===== config.mk =====
export PLATFORM = sky130hd
export DESIGN_NAME = oser_tx_flat
export DESIGN_NICKNAME = d
export VERILOG_FILES = /design/src/rtl/oser_tx_if.sv /design/src/rtl/oser_tx.sv /design/src/flat_wrapper.sv
export SDC_FILE = /design/constraint.sdc
export NUM_CORES = 1
export LEC_CHECK = 0
export ABC_AREA = 0
export CORE_MARGIN = 4
export CORE_UTILIZATION = 40
export CTS_CLUSTER_DIAMETER = 80
export DETAILED_ROUTE_END_ITERATION = 8
export PLACE_DENSITY = 0.6
export SETUP_SLACK_MARGIN = 0.5
export SLEW_MARGIN = 20
export SYNTH_ARGS = -nofsm -noshare
export SYNTH_HDL_FRONTEND = slang
export SYNTH_SLANG_ARGS = --single-unit

===== constraint.sdc =====
create_clock -name clk_i -period 2.02 [get_ports clk_i]
set_input_delay 0.404 -clock clk_i [delete_from_list [all_inputs] [get_ports clk_i]]
set_output_delay 0.404 -clock clk_i [all_outputs]
set_load 0.01 [all_outputs]

===== src/rtl/oser_tx_if.sv =====
// Word stream into the serialiser: valid/ready handshake with a WIDTH-bit payload.
interface oser_tx_if #(
    parameter int unsigned WIDTH = 8
);
    logic             tvalid_i;
    logic             tready_o;
    logic [WIDTH-1:0] tdata_i;

    modport master (output tvalid_i, output tdata_i, input tready_o);
    modport slave  (input tvalid_i, input tdata_i, output tready_o);
endinterface


===== src/rtl/oser_tx.sv =====
// WIDTH:1 parallel-to-serial transmitter, LSB first, with word strobe and
// training-burst insertion for far-end deserialiser bit alignment.
module oser_tx #(
    parameter int unsigned      WIDTH       = 8,
    parameter logic [WIDTH-1:0] TRAIN       = WIDTH'(8'hB8),
    parameter logic [WIDTH-1:0] IDLE        = WIDTH'(8'h00),
    parameter int unsigned      TRAIN_WORDS = 16
) (
    input  logic       clk_i,
    input  logic       rst_i,
    input  logic       train_i,
    oser_tx_if.slave   s,
    output logic       sdata_o,
    output logic       frame_o,
    output logic       train_o
);
    localparam int unsigned CW = (WIDTH > 1) ? $clog2(WIDTH) : 1;
    localparam int unsigned TW = 8;
    localparam logic [CW-1:0] LAST       = CW'(WIDTH - 1);
    localparam logic [TW-1:0] TRAIN_LOAD = TW'(TRAIN_WORDS - 1);

    logic [CW-1:0]    cnt, cnt_n;
    logic [WIDTH-1:0] sreg, sreg_n;
    logic [TW-1:0]    tcnt, tcnt_n;
    logic             latch, latch_n;
    logic             sdata_n, frame_n, train_n;
    logic [WIDTH-1:0] word;
    logic             load_c, pend_c;

    // A load cycle is the last bit slot of the counter; training holds off new data.
    assign load_c     = (cnt == LAST);
    assign pend_c     = latch | (tcnt != '0);
    assign s.tready_o = load_c & ~pend_c;

    always_comb begin
        cnt_n   = cnt + CW'(1);
        sreg_n  = sreg >> 1;
        sdata_n = sreg[0];
        frame_n = 1'b0;
        tcnt_n  = tcnt;
        latch_n = latch | train_i;
        word    = IDLE;
        if (load_c) begin
            cnt_n   = '0;
            frame_n = 1'b1;
            // Latch clears on the boundary unless train_i re-asserts in this cycle.
            latch_n = train_i;
            if (pend_c) begin
                word   = TRAIN;
                tcnt_n = latch ? TRAIN_LOAD : (tcnt - TW'(1));
            end else if (s.tvalid_i) begin
                word = s.tdata_i;
            end
            sdata_n = word[0];
            sreg_n  = word >> 1;
        end
        train_n = latch_n | (tcnt_n != '0);
    end

    always_ff @(posedge clk_i) begin
        if (rst_i) begin
            cnt     <= LAST;
            sreg    <= '0;
            tcnt    <= '0;
            latch   <= 1'b0;
            sdata_o <= 1'b0;
            frame_o <= 1'b0;
            train_o <= 1'b0;
        end else begin
            cnt     <= cnt_n;
            sreg    <= sreg_n;
            tcnt    <= tcnt_n;
            latch   <= latch_n;
            sdata_o <= sdata_n;
            frame_o <= frame_n;
            train_o <= train_n;
        end
    end
endmodule

===== src/flat_wrapper.sv =====
// flat-port wrapper written by rule: the top's interface ports become plain ports
module oser_tx_flat 
#(
    parameter int unsigned      WIDTH       = 8,
    parameter logic [WIDTH-1:0] TRAIN       = WIDTH'(8'hB8),
    parameter logic [WIDTH-1:0] IDLE        = WIDTH'(8'h00),
    parameter int unsigned      TRAIN_WORDS = 16
)
  (clk_i, rst_i, train_i, sdata_o, frame_o, train_o, s_tvalid_i, s_tdata_i, s_tready_o);
  oser_tx_if #(.WIDTH(WIDTH)) s_i ();
  input  logic clk_i;
  input  logic rst_i;
  input  logic train_i;
  output logic sdata_o;
  output logic frame_o;
  output logic train_o;
  input wire logic [$bits(s_i.tvalid_i)-1:0] s_tvalid_i;
  input wire logic [$bits(s_i.tdata_i)-1:0] s_tdata_i;
  output wire logic [$bits(s_i.tready_o)-1:0] s_tready_o;
  assign s_i.tvalid_i = s_tvalid_i;
  assign s_i.tdata_i = s_tdata_i;
  assign s_tready_o = s_i.tready_o;
  oser_tx #(.WIDTH(WIDTH), .TRAIN(TRAIN), .IDLE(IDLE), .TRAIN_WORDS(TRAIN_WORDS)) u_core (.clk_i(clk_i), .rst_i(rst_i), .train_i(train_i), .s(s_i), .sdata_o(sdata_o), .frame_o(frame_o), .train_o(train_o));
endmodule

==> out/results.tsv <==
metric	value	unit
timing.critical_path.arrival	1.42	ns
setup_crit_end_kind	output port	
worst_hold_startpoint	u_core.sreg[6]$_SDFF_PP0_	
worst_slew_margin_relative_to_its_limit	74.3	%
hpwl	1710	microns
slew_limit_fails	0	
worst_slack	0.198	ns
synthMostInstantiatedCell	dfxtp_1	
grt_max_degree	14	
core	2480	sq um
die-area	3460	sq um
routed_wire_length_per_instance	14.6	microns
route.detailed.vias_per_inst	5.59	
n_antenna_cell	0	
cts.clk_slew.worst_paths	0.12	ns
cpLargestDelayFamily	simple AND/OR/NAND/NOR gates	
cp_slowest_cell	dfxtp_2	
reg2reg_slack	0.21	ns
p_leak	0.000624	uW
finalWorstPathRequiredPeriod	1.82	ns
via_count_of_the_first_global_routing_pass	1015	
critical_path.endpoint	s_tready_o	
hold_violations	0	
synth_sequential_area_ratio	42.7	%
post_synth_num_cell_types	34	
ctsLongestPathBuffers	2	
vdd.ir_drop.worst	0.000905	V
timing.rr.end	u_core.tcnt[5]$_SDFF_PP0_	
ys.warnings.count	0	
syn_avg_cell_area	8.46	sq um
total_grt_overflow	0	
reg2regPathDepth	9	
antenna_left	0	
number_of_vias_in_the_routed_layout	1057	
gp_congestion	0.838	
design.portCount	16	
dp_worst_setup_slack	0.0920	ns
cellPowerDensity	1490	nW/um^2
report.final.setup_viol	0	
netlist_area	1030	sq um
hold_path_class	reg2reg	
grt_antenna_before_repair	0	
critical_path.startpoint	u_core.tcnt[1]$_SDFF_PP0_	
cts_root_buf	clkbuf_4	
cts_tree	done	
dpl.cell_count	169	
total_cts_buffers	3	
critPathKind	reg2out	
htree_levels	1	
synth_top_area_share	42.7	%
clock_sink_count	22	
synth-seq-cells	22	
outcome	finished, final reports clean	
dieHeight	58.8	microns
drive_above_1_share	40.9	%
synth.top_cells.by_count	dfxtp_1 (22), nand2_1 (17), nor2_1 (11)	
worst-slew-pin-transition	0.383	ns
final_period_utilization	90.2	%
worstSkewPairLatency	0.31	ns
maximum_capacitance_violations	0	
wirelength	2760	microns
syn_inst	122	
portBuffers	15	
final_cell_count_no_fill	189	
timing.rr.start	u_core.tcnt[1]$_SDFF_PP0_	
start_util	41.7	%
final_nets	175	
maximum_fanout_along_the_worst_path	2	
cp_data_required_time	1.62	ns
area_growth	55.9	%
first_pass_grt_wire_length	4550	microns
initialDrtViolationCount	68	
rows	18	
largest_clock_skew_in_the_final_design	0.00592	ns
final.setup.tns	0	ns
critical_path.n_buffers_inverters	2	
dominantRegCellSynth	dfxtp_1	
cell_depth_of_the_worst_setup_path	6	
unrepaired_setup_endpoints_after_global_routing	true	
fin_hold_ws	0.454	ns
synth-async-reset-ratio	0	%
worst_setup_path_start_kind	flip-flop	
worst_path_largest_cell_delay	0.34	ns
timing.critical_path.cells	inv_2 -> ha_4 -> nor4b_4 -> nand2_2 -> nor3_2 -> buf_2	
synth_fp_nets	137	
top_area_cells_in_the_synthesized_netlist	dfxtp_1 (43%), nand2_1 (6.2%), a21oi_1 (4.8%)	
synth_top_area_cell	dfxtp_1	
synth_edf_count	0	
dr.pass1.iters	4	
die_w	58.8	microns
fmax	549	MHz
grt_usage	17.2	%
post_cts_hold_buffer_count	0	
detail_route.drc_violations	0	
repair_timing:
action	CTS	global route
gates cloned	1	0
endpoints found under the setup margin	17	18
gates resized for setup	31	9
pin swaps	19	5
setup buffers	14	1
per-layer routing:
layer  track usage (%)  share of wire [%]  vias to the layer above
li1                  -                  -                      519
met2              29.7                 48                       32
met5                 0                  0                        -
met3              3.29                4.8                        6
met1              20.6                 45                      500
met4              7.12                2.1                        0
metrics by stage:
step | instance area [sq um] | total power, uW | utilization, %
6_report | 1610 | 2390 | 64.9
5_1_grt | 1610 | 2550 | 64.9
4_1_cts | 1560 | 2240 | 62.8
3_5_place_dp | 1280 | 1630 | 51.9
3_3_place_gp | 1280 | 1620 | 51.9
2_1_floorplan | 1060 | 1300 | -
power by group:
part           leakage [uW]  switching, uW  internal, uW
Clock             0.0000210            134           110
Combinational      0.000421            743           804
Sequential         0.000182           66.0           538
worst min-delay path by stage:
stage	to	slack [ns]	cells past startpoint
after CTS	u_core.sreg[5]$_SDFF_PP0_	0.45	2
after global placement	u_core.cnt[0]$_SDFF_PP1_	0.42	1
after floorplan	u_core.cnt[0]$_SDFF_PP1_	0.41	1
final	u_core.sreg[5]$_SDFF_PP0_	0.45	2
after detailed placement	u_core.cnt[0]$_SDFF_PP1_	0.43	1
after global routing	u_core.sreg[5]$_SDFF_PP0_	0.48	2
sequential cells by signal (all words and copies together), names as in the netlist:
signal and cells:
u_core.tcnt 8, u_core.cnt 3, u_core.train_o 1, u_core.sdata_o 1, u_core.sreg 7, u_core.frame_o 1
u_core.latch 1
cell families (layout without fill, tap and decap cells):
group / count (synthesis) / after routing / synth area share, %
AND/OR/NAND/NOR: 54 / 54 / 28.1
AO/OA/AOI/OAI: 31 / 31 / 21.0
flip-flops: 22 / 22 / 42.7
buffers and inverters: 12 / 49 / 4.61
adder cells (fa/ha/maj): 3 / 3 / 3.64
cells in the final DEF, fill, tap and decap left out, drive strengths merged, types with 2 or more instances in the layout:
cell type / n
nor2: 14
or2: 2
o21ai: 6
nand3: 3
clkbuf: 4
or3: 2
a211oi: 2
nand4: 8
clkdlybuf4s50: 11
a311oi: 3
nor3: 4
nand2: 17
dlygate4sd2: 3
inv: 4
a21oi: 10
ha: 3
buf: 26
a221oi: 2
dfxtp: 22
layout make-up:
class / instances / area, sq um
clock buffers: 4 / 36.3
repair buffers: 41 / 400
well taps: 30 / 37.5
flip-flops and latches: 22 / 445
inverters: 4 / 15.0
fillers: 212 / 868
multi-input cells: 88 / 674
worst register-to-register path: stages, from the launching register on:
cell and delay [ns]:
dfxtp_2 0.34, inv_2 0.08, ha_4 0.14, buf_4 0.12, or4b_4 0.49, nor2_4 0.18
buf_6 0.12, nor3_1 0.04, a21oi_1 0.13, a211oi_1 0.06
Power figures use the tool's default switching activity.
